File: src/rtl/hsi_frame_ctrl.sv
// rtl/hsi_frame_ctrl.sv - raster frame sequencer feeding the RGB->HSI converter
// Paces upstream pixels into H_DISP x V_DISP timing with blanking and counts converter output.
module hsi_frame_ctrl #(
    parameter int H_DISP  = 640,
    parameter int V_DISP  = 480,
    parameter int H_BLANK = 160,
    parameter int V_BLANK = 45,
    parameter int HS_W    = 96,
    parameter int VS_W    = 2
) (
    input  logic        clk,
    input  logic        rst,
    input  logic        start,
    input  logic        cont_mode,
    input  logic        stop,
    input  logic        pix_valid,
    input  logic [23:0] pix_data,
    output logic        pix_ready,
    output logic        RGB_hsync,
    output logic        RGB_vsync,
    output logic [23:0] RGB_data,
    output logic        RGB_de,
    input  logic        HSI_de,
    output logic        busy,
    output logic        frame_done,
    output logic [15:0] stall_cnt
);
    localparam int H_TOT = H_DISP + H_BLANK;
    localparam int V_TOT = V_DISP + V_BLANK;
    localparam int PIX   = H_DISP * V_DISP;
    localparam int HW    = $clog2(H_TOT);
    localparam int VW    = $clog2(V_TOT);
    localparam int OW    = $clog2(PIX + 1);

    localparam logic [HW-1:0] H_LAST_ACT = HW'(H_DISP - 1);
    localparam logic [HW-1:0] H_BLK_BEG  = HW'(H_DISP);
    localparam logic [HW-1:0] H_END      = HW'(H_TOT - 1);
    localparam logic [HW-1:0] HS_LAST    = HW'(H_DISP + HS_W - 1);
    localparam logic [VW-1:0] V_LAST_ACT = VW'(V_DISP - 1);
    localparam logic [VW-1:0] V_BLK_BEG  = VW'(V_DISP);
    localparam logic [VW-1:0] V_END      = VW'(V_TOT - 1);
    localparam logic [VW-1:0] VS_LAST    = VW'(V_DISP + VS_W - 1);
    localparam logic [OW-1:0] OUT_LAST   = OW'(PIX - 1);

    typedef enum logic [1:0] {IDLE, ACTIVE, HBLANK, VBLANK} state_t;

    state_t        state, state_n;
    logic [HW-1:0] h_cnt, h_n;
    logic [VW-1:0] v_cnt, v_n;
    logic [OW-1:0] out_cnt;
    logic          stop_pend, stop_pend_n;
    logic          accept;
    logic          launch;

    assign pix_ready = (state == ACTIVE);
    assign busy      = (state != IDLE);
    assign accept    = pix_valid & pix_ready;
    assign launch    = (state == IDLE) & start;

    always_comb begin
        state_n     = state;
        h_n         = h_cnt;
        v_n         = v_cnt;
        stop_pend_n = stop_pend | (stop & busy);
        case (state)
            IDLE: begin
                if (start) begin
                    state_n = ACTIVE;
                    h_n     = '0;
                    v_n     = '0;
                end
            end
            ACTIVE: begin
                if (accept) begin
                    if (h_cnt == H_LAST_ACT) begin
                        h_n     = H_BLK_BEG;
                        state_n = HBLANK;
                    end else begin
                        h_n = h_cnt + 1'b1;
                    end
                end
            end
            HBLANK: begin
                if (h_cnt == H_END) begin
                    h_n     = '0;
                    v_n     = v_cnt + 1'b1;
                    state_n = (v_cnt == V_LAST_ACT) ? VBLANK : ACTIVE;
                end else begin
                    h_n = h_cnt + 1'b1;
                end
            end
            VBLANK: begin
                if (h_cnt == H_END) begin
                    h_n = '0;
                    if (v_cnt == V_END) begin
                        v_n = '0;
                        // A pending stop only matters once the whole frame has drained
                        if (cont_mode && !stop_pend) begin
                            state_n = ACTIVE;
                        end else begin
                            state_n     = IDLE;
                            stop_pend_n = 1'b0;
                        end
                    end else begin
                        v_n = v_cnt + 1'b1;
                    end
                end else begin
                    h_n = h_cnt + 1'b1;
                end
            end
            default: state_n = IDLE;
        endcase
    end

    always_ff @(posedge clk) begin
        if (rst) begin
            state      <= IDLE;
            h_cnt      <= '0;
            v_cnt      <= '0;
            stop_pend  <= 1'b0;
            out_cnt    <= '0;
            stall_cnt  <= '0;
            frame_done <= 1'b0;
            RGB_de     <= 1'b0;
            RGB_data   <= '0;
            RGB_hsync  <= 1'b0;
            RGB_vsync  <= 1'b0;
        end else begin
            state      <= state_n;
            h_cnt      <= h_n;
            v_cnt      <= v_n;
            stop_pend  <= stop_pend_n;
            frame_done <= 1'b0;
            RGB_de     <= accept;
            if (accept) begin
                RGB_data <= pix_data;
            end
            RGB_hsync <= ((state == HBLANK) || (state == VBLANK)) &&
                         (h_cnt >= H_BLK_BEG) && (h_cnt <= HS_LAST);
            RGB_vsync <= (state == VBLANK) && (v_cnt >= V_BLK_BEG) && (v_cnt <= VS_LAST);

            if (launch) begin
                out_cnt <= '0;
            end else if (busy && HSI_de) begin
                if (out_cnt == OUT_LAST) begin
                    out_cnt    <= '0;
                    frame_done <= 1'b1;
                end else begin
                    out_cnt <= out_cnt + 1'b1;
                end
            end

            if (launch) begin
                stall_cnt <= '0;
            end else if ((state == ACTIVE) && !pix_valid && (stall_cnt != 16'hFFFF)) begin
                stall_cnt <= stall_cnt + 16'd1;
            end
        end
    end
endmodule
File: config.mk
export PLATFORM = sky130hd
export DESIGN_NAME = hsi_frame_ctrl
export DESIGN_NICKNAME = d
export VERILOG_FILES = /design/src/rtl/hsi_frame_ctrl.sv
export SDC_FILE = /design/constraint.sdc
export NUM_CORES = 1
export LEC_CHECK = 0
export CAP_MARGIN = 40
export CORE_ASPECT_RATIO = 0.6
export CORE_MARGIN = 2
export CORE_UTILIZATION = 47
export CTS_CLUSTER_SIZE = 25
export DETAILED_ROUTE_END_ITERATION = 8
export PLACE_DENSITY_LB_ADDON = 0.05
export SLEW_MARGIN = 20
export SYNTH_ARGS = -nofsm -noshare
export SYNTH_HDL_FRONTEND = slang
export SYNTH_SLANG_ARGS = --single-unit
File: constraint.sdc
create_clock -name clk -period 1.9 [get_ports clk]
set_clock_uncertainty 0.2 [all_clocks]
set_input_delay 0.19 -clock clk [delete_from_list [all_inputs] [get_ports clk]]
set_output_delay 0.19 -clock clk [all_outputs]
set_load 0.02 [all_outputs]
**Word level (Yosys, flattened, before mapping)**

Cells that the tools add are included.

- Bitwise logic cells: 5
- Order comparisons: 4
- Multiplexer cells: 24
- Add/sub/neg operators: 4
- Div/mod/pow operators: 0
- Equality and inequality tests: 15
- Multipliers: 0
- Shifts and indexed selects: 0
- Reductions and logical operators: 20

Operators by type and width:

| kind | number |
|---|---|
| 2-to-1 mux 10 bit | 7 |
| case mux 10 bit (3 select lines) | 2 |
| equality test 10 bit, second input constant | 3 |
| adder 10 x 1 -> 10 bit, second input constant | 2 |
| adder 19 x 1 -> 19 bit, second input constant | 1 |
| equality test 19 bit, second input constant | 1 |
| 2-to-1 mux 19 bit | 1 |
| adder 16 x 1 -> 16 bit, second input constant | 1 |
| inequality test 16 bit, second input constant | 1 |
| 2-to-1 mux 2 bit | 7 |
| equality test 10 x 9 -> 1 bit, second input constant | 1 |
| >= comparator 10 bit, second input constant | 1 |
| >= comparator 10 x 9 -> 1 bit, second input constant | 1 |
| <= comparator 10 bit, second input constant | 1 |
| <= comparator 10 x 9 -> 1 bit, second input constant | 1 |
| logical AND 1 bit | 8 |
| inequality test 2 bit, second input constant | 4 |
| case mux 2 bit (4 select lines) | 1 |
| 2-to-1 mux 1 bit | 6 |
| AND reduction 6 bit | 1 |
| equality test 2 bit, second input constant | 2 |
| inequality test 2 x 1 -> 1 bit, second input constant | 2 |
| AND reduction 4 bit | 1 |
| OR reduction 2 bit | 2 |
| 11 further kinds | 14 |

- Bits in writable memories: 0
- Word-level logic and storage cells: 83
- Flip-flop bits (word level): 86
- Bits in latches: 0
- Output and inout bits: 46
- Memories: 0
- Input port bits: 31
- Bits in read-only memories: 0

**Logic depth before layout (Yosys ltp)**

Gate-level depths: netlist of run 1.

- Depth after elaboration: 7
- Gate-level depth with buffers: 7
- Mapped depth without buffers: 6

**Least setup slack after synthesis of run 1**

OpenSTA, ideal clock, no wires.

- Path type: register to register
- From: reg h_cnt[1]
- To: reg h_cnt[8]
- Buffers on the path: 0
- Data arrival time: 1765 ps
- Setup time: 122 ps
- Data required time: 1578 ps
- Cell stages (with the launch flop): 6
- Path slack: -187 ps
- Period minus slack after synthesis: 2087 ps
- Path through: dfxtp_1 > ha_1 > nand4_1 > o31ai_1 > a21oi_1 > a221o_1

- Cells in the longest elaborated chain, start to end: 4
- Elaborated cells on any way between the ends: 7
- Classes of those cells: 1 x add/sub; 2 x eq/ne; 4 x mux

Ends and longest elaborated chain:

| what | RTL line | RTL |
|---|---|---|
| start, declared | 48 | `logic [HW-1:0] h_cnt, h_n;` |
| start signal, assigned | 130 | `h_cnt <= h_n;` |
| adder 10 x 1 -> 10 bit / equality test 10 bit (equally long branches) | -- |  |
| 2-to-1 mux 10 bit | 75 | `if (h_cnt == H_LAST_ACT) begin` |
| 2-to-1 mux 10 bit | 74 | `if (accept) begin` |
| case mux 10 bit (3 select lines) (*) | 65 | `case (state)` |

Mark *: on every way between the ends. The rest lies on a longest branch, timed or not. The select of a mux whose other input is x is not followed.
A chain may end at the register's enable or synchronous reset.

**Worst setup path in the final report of run 1**

- From: reg v_cnt[6]
- To: reg v_cnt[2]

- Cells in the longest elaborated chain, start to end: 4

Ends and longest elaborated chain:

| what | RTL line | RTL |
|---|---|---|
| start, declared | 49 | `logic [VW-1:0] v_cnt, v_n;` |
| start signal, assigned | 131 | `v_cnt <= v_n;` |
| equality test 10 bit | 95 | `if (v_cnt == V_END) begin` |
| 2-to-1 mux 10 bit | 95 |  |
| 2-to-1 mux 10 bit | 93 | `if (h_cnt == H_END) begin` |
| case mux 10 bit (3 select lines) | 65 |  |

No other way between the ends. The select of a mux whose other input is x is not followed.

==> results.json, run 1 <==
{
  "rows": 26,
  "met1_length_um": 6250,
  "crit_arrival_ps": 2030,
  "yosys.area.top_type": "dfxtp_1",
  "post-route-util_pct": 75.4,
  "wl_um": 13000,
  "grt_antenna_before_repair": 0,
  "final.setup.worst_slack_ps": -98.4,
  "placed_cells": 768,
  "nets": 716,
  "grt_pass1_wl_um": 20600,
  "design_area_sq_mm": 0.00650,
  "syn-num-nets": 547,
  "portBuffers": 76,
  "pin_count": 77,
  "min_path_type": "input port to flip-flop",
  "cts_tree": "yes",
  "synth-main-ff-cell": "dfxtp_1",
  "clockBufferDepth": 2,
  "p_per_area_mw_per_mm2": 687,
  "dieArea_sq_mm": 0.00976,
  "yosysWarnings": 0,
  "n_antenna_cell": 0,
  "grt_usage_pct": 25.8,
  "p_switching_mw": 1.15,
  "ant_nets": 0,
  "wl_met2_um": 5740,
  "fillers": 609,
  "setup-tns-final_ps": -730,
  "share_seq_of_total_power_pct": 42.5,
  "drv_slew": 0,
  "hold_viol": 0,
  "core-area_sq_mm": 0.00862,
  "rsz0062_at_grt": "true",
  "insertion_delay_ps": 340,
  "first_pass_iters": 6,
  "worstMarginPinSlew_ps": 372,
  "period_minus_slack_ps": 2000,
  "dpl_cell_area_sq_mm": 0.00582,
  "route.top_layer_used": "met4",
  "clkSinkCount": 86,
  "drive_gt1_share_pct": 28.8,
  "max-cap-violations": 0,
  "final_cells": 793,
  "routabilityCongestion": 0.902,
  "drt-initial-drc-count": 424,
  "p_clk_share_pct": 39.0,
  "max-slew-margin-rel_pct": 74.9,
  "dieWidth_um": 126,
  "ys_types": 64,
  "hpwlAfterDp_um": 8980,
  "post_drt_wl_per_cell_um": 16.3,
  "synthTopCellsByArea": "dfxtp_1 (41%), nand2_1 (7.4%), a21oi_1 (5.7%)",
  "ctsRootBufferMaster": "clkbuf_16",
  "vias": 4592,
  "postSynthCellCount": 508,
  "vias_per_cell": 5.79,
  "synth-async-reset-ratio_pct": 0,
  "fmax_mhz": 500,
  "power_mw": 4.46,
  "netlist.area_leader.share_pct": 40.9,
  "internal_power_mw": 3.31,
  "post-place-ws_ps": -195,
  "htree_levels": 3,
  "run_status": "complete, but fails checks",
  "cts_buffers": 9,
  "p_leak_nw": 2.33,
  "start_kind": "flip-flop",
  "syn_to_final_growth_pct": 54.3,
  "layout_commonest_cell": "buf_4",
  "crit_path_end_kind": "flip-flop",
  "synth_seq_cells": 86,
  "crit_fanout": 5,
  "ir_drop_mv": 0.498,
  "seq_area_frac_synth_pct": 40.9,
  "drc": 0,
  "combPwrFrac_pct": 18.6,
  "final_cell_mix": "buf_4 (96), nand2_1 (80), clkdlybuf4s50_1 (74), dfxtp_1 (73), a21oi_1 (42)",
  "whs_ps": 201,
  "synth_area_sq_mm": 0.00421,
  "wl_met3_um": 828,
  "sw_frac_of_total_pct": 25.8,
  "finalCritPeriodShare_pct": 105,
  "grt_pass1_vias": 4197,
  "grt-ovfl-total": 0,
  "die_h_um": 77.3,
  "synth.avg_cell_area_sq_um": 8.29,
  "path_class": "flip-flop to flip-flop",
  "violations": "setup timing",
  "initial_core_util_pct": 48.9,
  "synth_edf_count": 0,
  "setup_viol": 12,
  "hold_buffers": 0,
  "grt_max_degree": 25,
  "clkTransAtPathRegs_ps": 60,
  "required_ps": 1930
}
-- area by class of cell --
cell class                      count  area (sq um)  share of cell area (%)
Sequential cell                    86          1740                    26.8
Clock buffer                       11           243                    3.73
Tap cell                          112           140                    2.16
Multi-Input combinational cell    384          2630                    40.5
Inverter                           13          48.8                   0.751
Clock inverter                      4          47.5                   0.731
Timing Repair Buffer              183          1650                    25.4
-- cells in the mapped netlist, types with 7 or more instances --
library cell,instances
or3_1,9
buf_2,7
a22o_1,9
dfxtp_1,86
nor4_1,8
o21ai_0,8
ha_1,8
nand3_1,20
and3_1,11
o22ai_1,7
nor2_1,28
xor2_1,8
nor3_1,13
a21oi_1,48
o31ai_1,12
inv_1,13
clkbuf_1,17
or4_1,10
nand4_1,16
nand2_1,83
-- final timing paths --
check	start	end	slack (ps)	depth (start not counted)
min reg2reg	RGB_data[2]	RGB_data[2]	250	2
max reg2reg	v_cnt[6]	v_cnt[2]	-100	5
min	pix_data[14]	RGB_data[14]	200	3
max	v_cnt[6]	v_cnt[2]	-100	5
-- cell families after synthesis --
| family | share of synthesized area, % |
|---|---|
| AO/OA/AOI/OAI | 19.5 |
| flip-flops | 40.9 |
| multiplexers | 1.96 |
| XOR/XNOR | 2.91 |
| buffers and inverters | 3.77 |
| AND/OR/NAND/NOR | 28.6 |
| adder cells (fa/ha/maj) | 2.38 |
-- power by group through the flow --
| stage | logic (mW) | registers [mW] | clock network, mW |
|---|---|---|---|
| floorplan | 0.321 | 1.97 | 0 |
| global placement | 0.733 | 1.92 | 0 |
| detailed placement | 0.752 | 1.93 | 0 |
| CTS | 0.779 | 1.89 | 1.77 |
| global route | 0.893 | 1.90 | 1.84 |
| finish | 0.829 | 1.90 | 1.74 |
-- sequential cells by signal (all words and copies together), names as in the netlist, 2 cells and up --
register	cells
v_cnt	10
out_cnt	19
state	2
h_cnt	10
RGB_data	24
stall_cnt	16
-- metal layers --
layer | track usage [%] | vias up
met5 | 0 | -
met4 | 6.92 | 0
met3 | 5.72 | 14
met2 | 39.0 | 159
met1 | 37.3 | 2202
li1 | - | 2217
-- timing repair --
item | 4_1_cts | 5_1_grt
gates cloned | 2 | 1
setup endpoints to repair | 36 | 64
gates resized for setup | 20 | 59
buffers inserted | 3 | 4
pin swaps | 4 | 32
endpoints found under the hold margin | 0 | 0
-- worst max-delay path: stages, from the launching register on --
cell and delay, ps:
dfxtp_2 320, or4_4 570, o31ai_4 310, clkbuf_16 220
o22ai_2 60, a22o_1 210
No activity file was read; power rests on OpenSTA's default activity.
==> run 2: changes to the inputs <==
--- a/config.mk
+++ b/config.mk
@@ -8,7 +8,7 @@
 export CAP_MARGIN = 40
 export CORE_ASPECT_RATIO = 0.6
 export CORE_MARGIN = 2
-export CORE_UTILIZATION = 47
+export CORE_UTILIZATION = 48
 export CTS_CLUSTER_SIZE = 25
 export DETAILED_ROUTE_END_ITERATION = 8
 export PLACE_DENSITY_LB_ADDON = 0.05
==> constraint.sdc (replaced) <==
create_clock -name clk -period 2.37 [get_ports clk]
set_clock_uncertainty 0.2 [all_clocks]
set_input_delay 0.237 -clock clk [delete_from_list [all_inputs] [get_ports clk]]
set_output_delay 0.237 -clock clk [all_outputs]
set_load 0.02 [all_outputs]
==> run 2 against run 1 <==
The flow now finishes without violations. Flip-flop and latch count stayed put. First-iteration DRC count is 26% lower. Routed wire length shrank 14%. Sequential share of layout area grew 4.7 points. Die area decreased by 2.0%. Global-route usage shrank 2.5 points. Largest power group unchanged. Highest routed layer unchanged.
==> results.json, run 2 (synthesized netlist as in run 1, its figures left out) <==
{
  "start_kind": "flip-flop",
  "ir_drop_mv": 0.413,
  "crit_family": "buffers and inverters",
  "cts_buffers": 9,
  "max-cap-violations": 0,
  "vias": 4112,
  "cpMaxStageDelayCell": "clkdlybuf4s50_1",
  "largest_register_ffs": 24,
  "final_cells": 712,
  "drive_gt1_share_pct": 10.0,
  "final_cell_mix": "dfxtp_1 (84), nand2_1 (83), clkdlybuf4s50_1 (76), a21oi_1 (48), nor2_1 (28)",
  "rsz0062_at_grt": "false",
  "rows": 26,
  "nets": 634,
  "hpwlAfterDp_um": 8120,
  "cts_tree": "yes",
  "crit_path_end_kind": "output pin",
  "max-slew-margin-rel_pct": 62.5,
  "vias_per_cell": 5.78,
  "setup-tns-final_ps": 0,
  "grt_usage_pct": 23.3,
  "drv_slew": 0,
  "layout_commonest_cell": "dfxtp_1",
  "path_class": "flip-flop to output pin",
  "setup_viol": 0,
  "first_pass_iters": 4,
  "n_antenna_cell": 0,
  "syn_to_final_growth_pct": 30.2,
  "finalCritPeriodShare_pct": 93.4,
  "cp_cell_sequence": "nor2b_2, clkdlybuf4s50_1",
  "htree_levels": 3,
  "clkTransAtPathRegs_ps": 70,
  "clkSinkCount": 86,
  "grt_pass1_vias": 3602,
  "hold_viol": 0,
  "pin_count": 77,
  "grt_pass1_wl_um": 18100,
  "slowest_delay_ps": 650,
  "ctsRootBufferMaster": "clkbuf_16",
  "clockBufferDepth": 2,
  "regMostFlops": "RGB_data",
  "placed_cells": 696,
  "core-area_sq_mm": 0.00852,
  "wl_um": 11200,
  "hold_buffers": 0,
  "p_leak_nw": 1.85,
  "reg_top3": "RGB_data x24, out_cnt x19, stall_cnt x16",
  "portBuffers": 76,
  "worstMarginPinSlew_ps": 557,
  "fmax_mhz": 452,
  "grt_antenna_before_repair": 0,
  "post_drt_wl_per_cell_um": 15.7,
  "period_minus_slack_ps": 2210,
  "crit_arrival_ps": 1780,
  "dieArea_sq_mm": 0.00957,
  "insertion_delay_ps": 350,
  "required_ps": 1930,
  "ant_nets": 0,
  "grt-ovfl-total": 0,
  "min_path_type": "input port to flip-flop",
  "post-route-util_pct": 64.4,
  "initial_core_util_pct": 49.4,
  "p_per_area_mw_per_mm2": 618,
  "drt-initial-drc-count": 313,
  "cts_setup_buffers": 0,
  "die_h_um": 76.6,
  "drc": 0,
  "crit_fanout": 12,
  "dieWidth_um": 125,
  "run_status": "completed",
  "grt_max_degree": 34,
  "path_buf_inv": 1,
  "routabilityCongestion": 0.842
}
[run 2: cell types whose count changed in the layout (fill, tap and decap cells not counted), moves of 4 or more]
cell     before  now
buf_12        4    0
dfxtp_2      12    2
dfxtp_1      73   84
buf_6         6    0
a21oi_2       6    0
buf_4        96   26
a21oi_1      42   48
nor2_2        8    0
nor2_1       19   28
[run 2: repair_timing]
action,4_1_cts,5_1_grt
setup endpoints to repair,1,1
resized for setup,2,1
pin swaps,0,0
[run 2: layer usage]
layer / up-vias / share of wire, % / global-route usage, %
met3: 11 / 6.2 / 7.16
met5: - / 0 / 0
met4: 0 / 0.71 / 4.78
li1: 2048 / - / -
met1: 1928 / 51 / 34.3
met2: 125 / 42 / 33.6
[run 2: through the flow]
| stage | total power, mW | hold WS [ps] | area [sq um] | setup WS [ps] |
|---|---|---|---|---|
| final | 3.39 | 234 | 5490 | 156 |
| after global routing | 3.53 | 241 | 5490 | 66.6 |
| after CTS | 3.43 | 221 | 5490 | 45.8 |
| after detailed placement | 2.06 | 244 | 5200 | 159 |
| after global placement | 2.05 | 241 | 5200 | 190 |
| after floorplan | 1.83 | 173 | 4210 | 283 |
[run 2: cell type report]
type | count | area, sq um
inverters | 13 | 48.8
flip-flops and latches | 86 | 1720
repair buffers | 102 | 956
fillers | 727 | 3040
well taps | 112 | 140
multi-input cells | 383 | 2330
clock inverters | 7 | 57.6
clock buffers | 9 | 225
[run 2: worst min-delay path: stages]
cell and delay, ps:
clkdlybuf4s50_1 390, nand2_1 60, a21oi_1 50
[run 2: final timing paths]
kind | startpoint | end | slack (ps) | depth (start not counted)
max reg2reg | h_cnt[1] | state[1] | 270 | 6
max | state[0] | pix_ready | 160 | 2
min reg2reg | RGB_data[22] | RGB_data[22] | 250 | 2
min | pix_data[14] | RGB_data[14] | 230 | 3
[run 2: power by group]
part | switching, mW | internal [mW]
sequential | 0.0398 | 1.49
clock | 0.633 | 0.725
combinational | 0.275 | 0.229
==> run 3: changes to the inputs <==
--- a/config.mk
+++ b/config.mk
@@ -6,12 +6,13 @@
 export NUM_CORES = 1
 export LEC_CHECK = 0
 export CAP_MARGIN = 40
-export CORE_ASPECT_RATIO = 0.6
+export CORE_ASPECT_RATIO = 1.4
 export CORE_MARGIN = 2
 export CORE_UTILIZATION = 48
 export CTS_CLUSTER_SIZE = 25
 export DETAILED_ROUTE_END_ITERATION = 8
 export PLACE_DENSITY_LB_ADDON = 0.05
+export SKIP_CTS_REPAIR_TIMING = 1
 export SLEW_MARGIN = 20
 export SYNTH_ARGS = -nofsm -noshare
 export SYNTH_HDL_FRONTEND = slang
==> run 3 against run 2 <==
Global-route usage down 0.13 points. First-iteration DRC count down 47%. Sequential power about the same. Final area up 0.68%. Critical path type unchanged. Clock-buffer cell count up 4. Power up 2.2%.
==> results.json, run 3 (synthesized netlist as in run 1, its figures left out) <==
{
  "grt_pass1_vias": 3869,
  "ff2ff_setup_slack_ps": 180,
  "drt-initial-drc-count": 165,
  "rsz0062_at_grt": "false",
  "pin_count": 77,
  "layout_commonest_cell": "dfxtp_1",
  "crit_path_end_kind": "output pin",
  "path_class": "flip-flop to output pin",
  "ant_nets": 0,
  "drc": 0,
  "largest_register_ffs": 24,
  "cp_cell_sequence": "nor2_1, inv_1, clkdlybuf4s50_1",
  "power_mw": 3.47,
  "internal_power_mw": 2.60,
  "syn_to_final_growth_pct": 31.1,
  "dieWidth_um": 83.2,
  "first_pass_iters": 5,
  "placed_cells": 693,
  "share_seq_of_total_power_pct": 44.1,
  "cpMaxStageDelayCell": "clkdlybuf4s50_1",
  "min_path_cells": 3,
  "drive_gt1_share_pct": 9.93,
  "slowest_delay_ps": 620,
  "finalCritPeriodShare_pct": 94.9,
  "portBuffers": 76,
  "worstMarginPinSlew_ps": 530,
  "clockBufferDepth": 2,
  "path_buf_inv": 2,
  "timing.rr.start": "state[1]",
  "clkTransAtPathRegs_ps": 60,
  "grt-ovfl-total": 0,
  "drv_slew": 0,
  "whs_ps": 241,
  "grt_pass1_wl_um": 18200,
  "grt_antenna_before_repair": 0,
  "min_path_type": "input port to flip-flop",
  "insertion_delay_ps": 340,
  "die_h_um": 115,
  "min_from": "pix_data[21]",
  "routabilityCongestion": 0.874,
  "wl_um": 11000,
  "crit_family": "buffers and inverters",
  "p_clk_share_pct": 41.2,
  "initial_core_util_pct": 49.2,
  "fmax_mhz": 445,
  "p_leak_nw": 1.88,
  "post-route-util_pct": 64.5,
  "vias_per_cell": 5.87,
  "r2r_end": "v_cnt[0]",
  "clkSinkCount": 86,
  "regMostFlops": "RGB_data",
  "final.setup.worst_slack_ps": 122,
  "grt_usage_pct": 23.2,
  "sw_frac_of_total_pct": 25.1,
  "core-area_sq_mm": 0.00856,
  "crit_fanout": 10,
  "p_per_area_mw_per_mm2": 627,
  "hpwlAfterDp_um": 7930,
  "run_status": "completed",
  "rows": 40,
  "crit_arrival_ps": 1810,
  "start_kind": "flip-flop",
  "combPwrFrac_pct": 14.6,
  "vias": 4160,
  "final_cell_mix": "dfxtp_1 (85), nand2_1 (83), clkdlybuf4s50_1 (76), a21oi_1 (48), buf_4 (30)",
  "cts_buffers": 9,
  "cts_tree": "yes",
  "n_antenna_cell": 0,
  "post-place-ws_ps": 192,
  "whs_endpoint": "RGB_data[21]",
  "required_ps": 1930,
  "nets": 638,
  "reg_top3": "RGB_data x24, out_cnt x19, stall_cnt x16",
  "period_minus_slack_ps": 2250,
  "max-slew-margin-rel_pct": 64.3,
  "ir_drop_mv": 0.474,
  "rr_worst_depth": 4,
  "hold_viol": 0,
  "fillers": 710,
  "p_switching_mw": 0.868,
  "max-cap-violations": 0,
  "ctsRootBufferMaster": "clkbuf_16",
  "setup_viol": 0,
  "grt_max_degree": 27,
  "htree_levels": 3,
  "post_drt_wl_per_cell_um": 15.5,
  "final_cells": 709,
  "dieArea_sq_mm": 0.00955
}
-- run 3: area by class of cell --
type	instances	area [sq um]	area share, %
repair buffers	106	986	17.8
inverters	13	48.8	0.883
multi-input cells	383	2330	42.2
clock inverters	3	42.5	0.770
well taps	105	131	2.38
flip-flops and latches	86	1720	31.2
clock buffers	13	260	4.71
-- run 3: power groups by stage --
stage / Sequential (mW) / Combinational (mW) / Clock [mW]
global placement: 1.56 / 0.500 / 0
finish: 1.53 / 0.507 / 1.43
detailed placement: 1.56 / 0.507 / 0
global route: 1.54 / 0.555 / 1.52
floorplan: 1.58 / 0.251 / 0
CTS: 1.53 / 0.511 / 1.46
-- run 3: worst min-delay path, cell delays in order --
cell	delay, ps
clkdlybuf4s50_1	390
nand2_1	50
a21oi_1	50
-- run 3: metal layers --
metal  track usage (%)  vias to the layer above  wire [um]
met1              27.9                     2002       4750
met2              39.9                       87       5660
met3              5.31                       22        333
met5                 0                        -          0
li1                  -                     2049          -
met4              9.95                        0        256
-- run 3: through the flow --
stage	instance area, sq um	setup TNS (ps)
2_1_floorplan	4210	0
3_3_place_gp	5220	0
3_5_place_dp	5220	0
4_1_cts	5520	-26.1
5_1_grt	5520	0
6_report	5520	0
-- run 3: worst max-delay path by stage --
stage                         start            to  slack, ps  cells past startpoint
final                      state[1]          busy        120                      3
after global routing       state[0]     pix_ready         20                      3
after CTS                  state[0]     pix_ready        -30                      3
after detailed placement   state[1]      v_cnt[0]        190                      4
after global placement    pix_valid  stall_cnt[4]        190                      5
after floorplan            h_cnt[1]      h_cnt[8]        280                      5
